### src/rtl/ecdsa_stream_pkg.sv
// Shared types and helpers for the ECDSA stream front end.
package ecdsa_stream_pkg;

    localparam int DEFAULT_DATA_W = 256;

    typedef enum logic [1:0] {GATHER, START, WAIT, DRAIN} state_t;

    // Beat counter width; a single-beat stream still gets a 1-bit counter.
    function automatic int cnt_w(input int beats);
        return $clog2(beats < 2 ? 2 : beats);
    endfunction

endpackage

### src/rtl/ecdsa_stream_accel_packer.sv
// stream_beat_packer: collects IN_BEATS input beats into one message word.
// Framing check on tlast is compiled in only with FRAME_CHECK_EN.
module stream_beat_packer
    import ecdsa_stream_pkg::*;
#(
    parameter int DATA_W   = DEFAULT_DATA_W,
    parameter int IN_BEATS = 2
) (
    input  logic                       clk,
    input  logic                       rst_n,
    input  logic                       i_accept,
    input  logic [DATA_W-1:0]          i_tdata,
    input  logic                       i_tlast,
    output logic [DATA_W*IN_BEATS-1:0] o_msg,
    output logic                       o_msg_done,
    output logic                       o_frame_err
);
    localparam int             CW   = cnt_w(IN_BEATS);
    localparam logic [CW-1:0]  LAST = CW'(IN_BEATS - 1);

    logic [CW-1:0]              r_in_cnt;
    logic [DATA_W*IN_BEATS-1:0] r_msg;
    logic                       r_frame_err;
    logic                       w_last_beat;
    logic                       w_early;
    logic                       w_late;

    assign w_last_beat = (r_in_cnt == LAST);

`ifdef FRAME_CHECK_EN
    assign w_early = i_accept & i_tlast & ~w_last_beat;
    assign w_late  = i_accept & ~i_tlast & w_last_beat;
`else
    logic w_unused_tlast;
    assign w_unused_tlast = i_tlast;
    assign w_early        = 1'b0;
    assign w_late         = 1'b0;
`endif

    always_ff @(posedge clk or negedge rst_n) begin
        if (!rst_n) begin
            r_in_cnt    <= '0;
            r_msg       <= '0;
            r_frame_err <= 1'b0;
        end else if (i_accept) begin
            if (w_early) begin
                // Early tlast: drop the partial message and restart at beat 0.
                r_in_cnt    <= '0;
                r_frame_err <= 1'b1;
            end else begin
                for (int b = 0; b < IN_BEATS; b++)
                    if (r_in_cnt == CW'(b))
                        r_msg[b*DATA_W +: DATA_W] <= i_tdata;
                r_in_cnt <= w_last_beat ? '0 : r_in_cnt + 1'b1;
                if (w_late)
                    r_frame_err <= 1'b1;
            end
        end
    end

    assign o_msg       = r_msg;
    assign o_msg_done  = i_accept & w_last_beat;
    assign o_frame_err = r_frame_err;

endmodule

### src/rtl/ecdsa_stream_accel.sv
// AXI-Stream wrapper around a start/busy/done crypto core: gather, launch, capture, serialise.
// Optional tlast framing check enabled by defining FRAME_CHECK_EN.
module ecdsa_stream_accel
    import ecdsa_stream_pkg::*;
#(
    parameter int DATA_W    = DEFAULT_DATA_W,
    parameter int IN_BEATS  = 2,
    parameter int OUT_BEATS = 1
) (
    input  logic                        clk,
    input  logic                        rst_n,
    input  logic [DATA_W-1:0]           ina_tdata,
    input  logic                        ina_tvalid,
    input  logic                        ina_tlast,
    output logic                        ina_tready,
    output logic [DATA_W-1:0]           outa_tdata,
    output logic                        outa_tvalid,
    output logic                        outa_tlast,
    input  logic                        outa_tready,
    output logic                        core_start,
    output logic [DATA_W*IN_BEATS-1:0]  core_msg,
    input  logic                        core_busy,
    input  logic                        core_done,
    input  logic [DATA_W*OUT_BEATS-1:0] core_result,
    output logic                        frame_err
);
    localparam int            OCW   = cnt_w(OUT_BEATS);
    localparam logic [OCW-1:0] OLAST = OCW'(OUT_BEATS - 1);

    state_t                      r_state;
    state_t                      w_state_nxt;
    logic                        r_ina_tready;
    logic [OCW-1:0]              r_out_cnt;
    logic [DATA_W*OUT_BEATS-1:0] r_res;
    logic                        w_accept;
    logic                        w_msg_done;
    logic                        w_out_last;

    assign w_accept   = ina_tvalid & r_ina_tready;
    assign w_out_last = (r_out_cnt == OLAST);

    stream_beat_packer #(
        .DATA_W   (DATA_W),
        .IN_BEATS (IN_BEATS)
    ) u_packer (
        .clk         (clk),
        .rst_n       (rst_n),
        .i_accept    (w_accept),
        .i_tdata     (ina_tdata),
        .i_tlast     (ina_tlast),
        .o_msg       (core_msg),
        .o_msg_done  (w_msg_done),
        .o_frame_err (frame_err)
    );

    always_comb begin
        w_state_nxt = r_state;
        core_start  = 1'b0;
        case (r_state)
            GATHER: if (w_msg_done) w_state_nxt = START;
            START: if (!core_busy) begin
                core_start  = 1'b1;
                w_state_nxt = WAIT;
            end
            WAIT:   if (core_done) w_state_nxt = DRAIN;
            DRAIN:  if (outa_tready && w_out_last) w_state_nxt = GATHER;
            default: w_state_nxt = GATHER;
        endcase
    end

    // tready follows the next state so it is a clean register output.
    always_ff @(posedge clk or negedge rst_n) begin
        if (!rst_n) begin
            r_state      <= GATHER;
            r_ina_tready <= 1'b0;
            r_out_cnt    <= '0;
            r_res        <= '0;
        end else begin
            r_state      <= w_state_nxt;
            r_ina_tready <= (w_state_nxt == GATHER);
            if (r_state == WAIT && core_done)
                r_res <= core_result;
            if (r_state == DRAIN && outa_tready)
                r_out_cnt <= w_out_last ? '0 : r_out_cnt + 1'b1;
        end
    end

    always_comb begin
        outa_tdata = '0;
        if (r_state == DRAIN)
            for (int b = 0; b < OUT_BEATS; b++)
                if (r_out_cnt == OCW'(b))
                    outa_tdata = r_res[b*DATA_W +: DATA_W];
    end

    assign ina_tready  = r_ina_tready;
    assign outa_tvalid = (r_state == DRAIN);
    assign outa_tlast  = (r_state == DRAIN) && w_out_last;

endmodule

### config.mk
export PLATFORM = sky130hd
export DESIGN_NAME = ecdsa_stream_accel
export DESIGN_NICKNAME = d
export VERILOG_FILES = /design/src/rtl/ecdsa_stream_pkg.sv /design/src/rtl/ecdsa_stream_accel_packer.sv /design/src/rtl/ecdsa_stream_accel.sv
export SDC_FILE = /design/constraint.sdc
export NUM_CORES = 1
export LEC_CHECK = 0
export BUFFER_PORTS_ARGS = -buffer_cell sky130_fd_sc_hd__buf_2
export CELL_PAD_IN_SITES_DETAIL_PLACEMENT = 1
export CELL_PAD_IN_SITES_GLOBAL_PLACEMENT = 1
export CORE_AREA = 2 2 504 506
export DETAILED_ROUTE_END_ITERATION = 10
export DIE_AREA = 0 0 506 508
export PLACE_DENSITY_LB_ADDON = 0.1
export SYNTH_ARGS = -nofsm -noshare
export SYNTH_HDL_FRONTEND = slang
export SYNTH_HIERARCHICAL = 1
export SYNTH_SLANG_ARGS = --single-unit
### constraint.sdc
create_clock -name clk -period 1.7 [get_ports clk]
set_clock_uncertainty 0.1 [all_clocks]
set_input_delay 0.34 -clock clk [delete_from_list [all_inputs] [get_ports clk]]
set_output_delay 0.34 -clock clk [all_outputs]
set_load 0.01 [all_outputs]
==> results of run 1 <==
==> timing repair <==
action                                  4_1_cts  5_1_grt
gates resized for setup                     125      182
buffers inserted                              4        4
endpoints found under the hold margin      1146        0
cloned                                        3       13
endpoints found under the setup margin     1526     1537
hold buffers                                516        0
pin swaps                                     3        3
==> registers in the layout (all words and copies together) (netlist names) <==
register	flops
r_res	256
u_packer/o_msg	512
r_state	2
ina_tready	1
u_packer/r_in_cnt	1
==> kinds of logic after synthesis <==
family,synth area share
flops,0.6026
mux,0.3056
simple gates,0.05179
buf+inv,0.03915
compound gates,0.0004685
xor+xnor,0.0002733
other cells,0.0001170
==> per-layer routing <==
metal / global-route usage / vias to the layer above
met2: 0.2276 / 971
met5: 0 / -
met1: 0.1494 / 12580
li1: - / 11020
met4: 0.03835 / 28
met3: 0.05503 / 215
==> worst min-delay path: cells and delay by family <==
family	cells	cell delay (ps)
xor gates and xnor gates	1	50
and+or+nand+nor	1	150
buffers and inverters	3	340
==> cells in the final DEF (no fill, tap or decap), types with 2 or more instances in the layout <==
| master | n |
|---|---|
| sky130_fd_sc_hd__dfrtp_1 | 770 |
| sky130_fd_sc_hd__buf_8 | 4 |
| sky130_fd_sc_hd__clkinv_2 | 6 |
| sky130_fd_sc_hd__and3_1 | 175 |
| sky130_fd_sc_hd__buf_4 | 149 |
| sky130_fd_sc_hd__and3_2 | 13 |
| sky130_fd_sc_hd__mux2_4 | 300 |
| sky130_fd_sc_hd__inv_1 | 2 |
| sky130_fd_sc_hd__bufinv_16 | 2 |
| sky130_fd_sc_hd__clkbuf_1 | 30 |
| sky130_fd_sc_hd__diode_2 | 39 |
| sky130_fd_sc_hd__and3_4 | 68 |
| sky130_fd_sc_hd__buf_12 | 81 |
| sky130_fd_sc_hd__mux2_2 | 268 |
| sky130_fd_sc_hd__clkinv_16 | 3 |
| sky130_fd_sc_hd__dlygate4sd3_1 | 516 |
| sky130_fd_sc_hd__clkinv_4 | 2 |
| sky130_fd_sc_hd__dfrtp_4 | 2 |
| sky130_fd_sc_hd__clkinvlp_4 | 5 |
| sky130_fd_sc_hd__buf_16 | 8 |
| sky130_fd_sc_hd__buf_6 | 90 |
| sky130_fd_sc_hd__clkbuf_8 | 33 |
| sky130_fd_sc_hd__buf_2 | 1168 |
| sky130_fd_sc_hd__mux2_1 | 200 |
| sky130_fd_sc_hd__clkbuf_16 | 121 |
==> worst paths after layout <==
check / start / endpoint / depth (start not counted)
setup / recovery: r_state[0] / outa_tdata[49] / 6
hold / removal: ina_tvalid / u_packer/r_in_cnt / 5
setup reg to reg: ina_tready / u_packer/o_msg[77] / 5
hold reg to reg: r_res[42] / r_res[42] / 1
max in group asynchronous: rst_n / u_packer/o_msg[64] / 3
min in group asynchronous: rst_n / u_packer/o_msg[435] / 2
==> power groups by stage <==
stage          combinational (uW)  sequential, uW  clock (uW)
5_1_grt                     46200           34700       25300
6_report                    43200           33300       23400
3_5_place_dp                40000           33600           0
2_1_floorplan               17800           35100           0
3_3_place_gp                39900           33500           0
4_1_cts                     42300           33400       24600
==> through the flow <==
stage	instances	hold slack (ps)
detailed placement	6664	332.0
finish	7437	70.50
global placement	6664	323.2
floorplan	1956	-55.59
CTS	7381	-47.60
global route	7428	24.96
==> cell type report <==
class	count	share of cell area
clock buffers	174	0.06144
flip-flops and latches	772	0.3551
well taps	3366	0.07737
repair buffers	2027	0.2811
inverters	2	0.0001379
clock inverters	20	0.004988
multi-input cells	1037	0.2181
diodes	39	0.001793
==> cells in the mapped netlist <==
master	count	area [sq um]
sky130_fd_sc_hd__nand3b_4	1	20.02
sky130_fd_sc_hd__and3_1	256	1602
sky130_fd_sc_hd__and2_1	2	12.51
sky130_fd_sc_hd__buf_12	22	440.4
sky130_fd_sc_hd__clkbuf_1	52	195.2
sky130_fd_sc_hd__conb_1	1	3.750
sky130_fd_sc_hd__nand2_1	2	7.510
sky130_fd_sc_hd__dfrtp_1	772	19320
sky130_fd_sc_hd__mux2_1	200	2252
sky130_fd_sc_hd__inv_1	2	7.510
sky130_fd_sc_hd__nor3b_1	1	7.510
sky130_fd_sc_hd__mux2_4	300	4504
sky130_fd_sc_hd__nand3_1	1	5.000
sky130_fd_sc_hd__buf_4	5	37.54
sky130_fd_sc_hd__mux2_2	268	3018
sky130_fd_sc_hd__o31ai_1	1	7.510
sky130_fd_sc_hd__buf_6	39	439.2
sky130_fd_sc_hd__xor2_1	1	8.760
sky130_fd_sc_hd__buf_2	27	135.1
sky130_fd_sc_hd__nor2b_1	1	6.260
sky130_fd_sc_hd__mux4_2	1	22.52
sky130_fd_sc_hd__a21o_1	1	7.510
==> flow_summary.toml, run 1 <==
[timing]
post-route-worst-setup-slack_ps = -831.6
final.setup.tns_ps = -303110
maxClockFrequency_ghz = 0.3950
final_hold_viol_count = 0
rsz0062_at_grt = "yes"
final_max_slew_viol_count = 0
worst_pin_slew_ps = 627.9
period_share = 1.489
slew_headroom = 0.5814
fin_crit_ps = 2532
finalSetupViolations = 1364

[layout]
multi_input_area_sq_um = 11870
layout.filler_cells = 28250
post-route-cell-area_sq_um = 54430
fin_util = 0.2157
finish.net_count = 4468
drive_above_1_share = 0.5784
ff_latch_area_sq_um = 19330
flow.area_growth_from_synthesis_pct = 69.79

[floorplanning]
num_rows = 185
core_sq_um = 252300
fp.dieArea_sq_um = 257000
io-pin-count = 1292
effective_utilization_at_floorplan = 0.1271
fp.dieW_microns = 506
die_height_microns = 508

[clock_network]
ctsLongestPathBuffers = 3
cts-htree-levels = 3
cts-root-buf = "sky130_fd_sc_hd__clkbuf_16"
tritoncts = "built"
cts_sinks = 772
worstSkewPairLatency_ps = 750
cts-buffers-inserted = 109
cts.reportedPaths.clkPinSlew_ps = 60

[status]
violations = "negative setup slack"
outcome = "finished, violations left"

[worst_setup_path]
critical-path-max-stage-delay_ps = 500
ff2ff_setup_slack_ps = -220
cp_cell_sequence = "buf_12 -> buf_12 -> buf_16 -> buf_6 -> and3_4 -> buf_6"
timing.critical_path.max_delay_family = "buffers and inverters"
critPathLaunchType = "flop"
end_kind = "output pin"
required_time_of_the_worst_setup_path_ps = 1260
timing.critical_path.buf_inv = 5
critical_path.slowest_cell = "sky130_fd_sc_hd__dfrtp_4"
timing_worst_setup_path_type = "flop to output pin"
timing.critical_path.arrival_ps = 2090
path_max_fanout = 6

[routing]
vias_per_cell = 3.336
ant_nets = 0
routed-wl-met3_mm = 16.12
remaining_drc_errors = 0
top_layer_in_use = "met5"
drt-initial-drc-count = 715
wirelength_mm = 178.5
post_drt_wl_per_cell_microns = 24.00
vias = 24810
drt-met1-wl_mm = 68.95
route.met2.wl_mm = 88.24
drt_pre_antenna_iters = 6

[place]
routabilityCongestion = 0.7567
count_of_port_buffers_added_during_placement = 1289
dp_hpwl_mm = 138.7
place_area_sq_um = 43960
pre_cts_slack_ps = -289.7

[flow_run]
cap_viol_max_count = 0

[power_and_ir_drop]
ir_drop_mv = 0.7633
power_density_nw_per_um2 = 1833
netSwitchingFraction = 0.3612
combPwrFrac = 0.433
switchingPower_uw = 36040
p_seq_frac = 0.333
power.clock.fraction = 0.234
p_int_uw = 63740
total_leakage_power_uw = 0.02601
totalPowerFinal_uw = 99770

[yosys]
syn_area_per_cell_sq_um = 16.39
syn_area_sq_um = 32060
synth-seq-area-share = 0.6026
ys_seq_elements = 772
synthesis.yosys.warnings = 6
synth_cell_types = 22
mappedNetlistNets = 2475
synthCells = 1956

[global_routing]
globalRoute.totalOverflow = 0
maximum_number_of_pins_on_one_net_before_global_route_repair = 74
antenna_found_initial = 66
grt_pass1_wl_mm = 240.4
global_route.usage.total = 0.1325
first_global_vias = 28150

[hold_path]
hp-class = "primary input to flop"
Power figures use the tool's default switching activity.
==> run 2: changes to the inputs <==
- BUFFER_PORTS_ARGS: -buffer_cell sky130_fd_sc_hd__buf_2 -> -buffer_cell sky130_fd_sc_hd__buf_4
==> run 2 against run 1 <==
- the run still ends with negative setup slack left
- combinational power increased by 11%
- utilization increased by 1.4 points
- final cell count increased by 0.24%
- design area increased by 6.5%
- routed wire length increased by 1.7%
- global-route usage increased by 0.13 points
- register-to-register slack improved by 40 ps
- hold slack improved by 160 ps
- flip-flop and latch count unchanged
- first-iteration DRC count decreased by 3.8%
- critical path depth decreased by 2
- total power increased by 6.2%
- critical endpoint is now outa_tdata[65]
- largest power group unchanged
==> flow_summary.toml, run 2 (synthesis gave the netlist of run 1 again) <==
[clock_network]
cts.reportedPaths.clkPinSlew_ps = 60
cts-root-buf = "sky130_fd_sc_hd__clkbuf_16"
worstSkewPairLatency_ps = 750
tritoncts = "built"
ctsLongestPathBuffers = 3
cts-htree-levels = 3
cts-buffers-inserted = 110
cts_sinks = 772

[power_and_ir_drop]
power_density_nw_per_um2 = 1828
totalPowerFinal_uw = 106000
total_leakage_power_uw = 0.02736
ir_drop_mv = 0.8744

[layout]
drive_above_1_share = 0.5825
fin_util = 0.2297
finish.net_count = 4487
post_layout_nonfiller_instances = 7455
final_cell_mix = "sky130_fd_sc_hd__buf_4 (1341), sky130_fd_sc_hd__dfrtp_1 (763), sky130_fd_sc_hd__dlygate4sd3_1 (517)"
largest_reg_flops = 512
post-route-cell-area_sq_um = 57970
flow.area_growth_from_synthesis_pct = 80.81
layout_commonest_cell = "sky130_fd_sc_hd__buf_4"

[global_routing]
grt_util_met3 = 0.05553
maximum_number_of_pins_on_one_net_before_global_route_repair = 55
grt_pass1_wl_mm = 242.9
first_global_vias = 27750
groute.layer.met2.usage = 0.2322
globalRoute.totalOverflow = 0
grt_busiest_layer = "met2"
use_met1 = 0.1507
antenna_found_initial = 62
global_route.usage.total = 0.1338

[routing]
vias_per_cell = 3.352
post_drt_wl_per_cell_microns = 24.36
remaining_drc_errors = 0
drt_pre_antenna_iters = 5
drt-initial-drc-count = 688
ant_nets = 0
wirelength_mm = 181.6
vias = 24990

[floorplanning]
fp.dieArea_sq_um = 257000
fp.dieW_microns = 506
core_sq_um = 252300
num_rows = 185
io-pin-count = 1292
die_height_microns = 508
effective_utilization_at_floorplan = 0.1271

[place]
routabilityCongestion = 0.7723
count_of_port_buffers_added_during_placement = 1289
dp_hpwl_mm = 141.0
place.detailed.instances = 6647
place_area_sq_um = 46990

[timing]
finalSetupViolations = 1258
rsz0062_at_grt = "yes"
period_share = 1.460
fin_crit_ps = 2483
post-route-worst-setup-slack_ps = -782.7
maxClockFrequency_ghz = 0.4028
final_hold_viol_count = 0
final.setup.tns_ps = -241140
final_max_slew_viol_count = 0

[worst_setup_path]
path_max_fanout = 32
end_kind = "output pin"
critPathLaunchType = "flop"
timing.critical_path.arrival_ps = 2040
required_time_of_the_worst_setup_path_ps = 1260
timing_worst_setup_path_type = "flop to output pin"

[status]
outcome = "finished, violations left"
violations = "negative setup slack"

[flow_run]
cap_viol_max_count = 0

[hold_path]
hp-class = "primary input to asynchronous set/reset pin"
-- run 2: cell types whose count changed in the layout (fill, tap and decap cells not counted), sizes merged --
cell	previous run	this run
clkinvlp	5	1
clkinv	12	19
diode	39	27
bufinv	2	5
inv	3	5
buf	1500	1505
dlygate4sd3	516	517
clkbuf	185	201
-- run 2: timing repair --
action / CTS / global route
pin swaps: 5 / 4
buffers inserted: 2 / 31
hold buffers: 517 / 0
gates cloned: 1 / 25
endpoints found under the setup margin: 1333 / 1493
hold endpoints to repair: 1407 / 0
resized for setup: 92 / 150
-- run 2: final timing paths --
kind / slack (ps) / cells after the start / end / start
max in group asynchronous: 640 / 4 / r_res[136] / rst_n
worst max register to register: -180 / 6 / r_res[127] / r_state[1]
worst min-delay path: 230 / 3 / r_res[224] / rst_n
worst min register to register: 380 / 1 / r_res[174] / r_res[174]
worst max-delay path: -780 / 4 / outa_tdata[65] / r_state[1]
min in group clk: 230 / 3 / r_res[26] / core_result[26]
-- run 2: cell type report --
type                            count  area (sq um)
Fill cell                       27960        194300
Sequential cell                   772         19330
Timing Repair Buffer             2045         18520
Multi-Input combinational cell   1037         12030
Tap cell                         3366          4212
Clock buffer                      178          3400
Clock inverter                     28         397.9
Antenna cell                       27         67.56
Inverter                            2         7.507
-- run 2: report_power, final --
part / internal [uW] / switching [uW] / total, uW
combinational: 26700 / 21100 / 47800
clock: 14400 / 9840 / 24300
sequential: 27900 / 5950 / 33900
-- run 2: per-stage QoR --
stage | hold slack, ps | setup WS (ps)
final | 227.6 | -782.7
after global routing | 150.7 | -905.0
after CTS | 108.1 | -907.5
after detailed placement | 373.7 | -313.6
after global placement | 366.4 | -318.9
after floorplan | -55.59 | 16.43
-- run 2: per-layer routing --
layer / routed length (microns) / part of all wire
met5: 250 / 0.0014
met4: 4680 / 0.026
met3: 16120 / 0.089
met2: 90220 / 0.50
met1: 70310 / 0.39
-- run 2: worst max-delay path, cell delays in order, from the launching register on --
cell	delay (ps)
sky130_fd_sc_hd__dfrtp_4	520
sky130_fd_sc_hd__buf_12	180
sky130_fd_sc_hd__buf_16	190
sky130_fd_sc_hd__and3_1	190
sky130_fd_sc_hd__buf_4	160
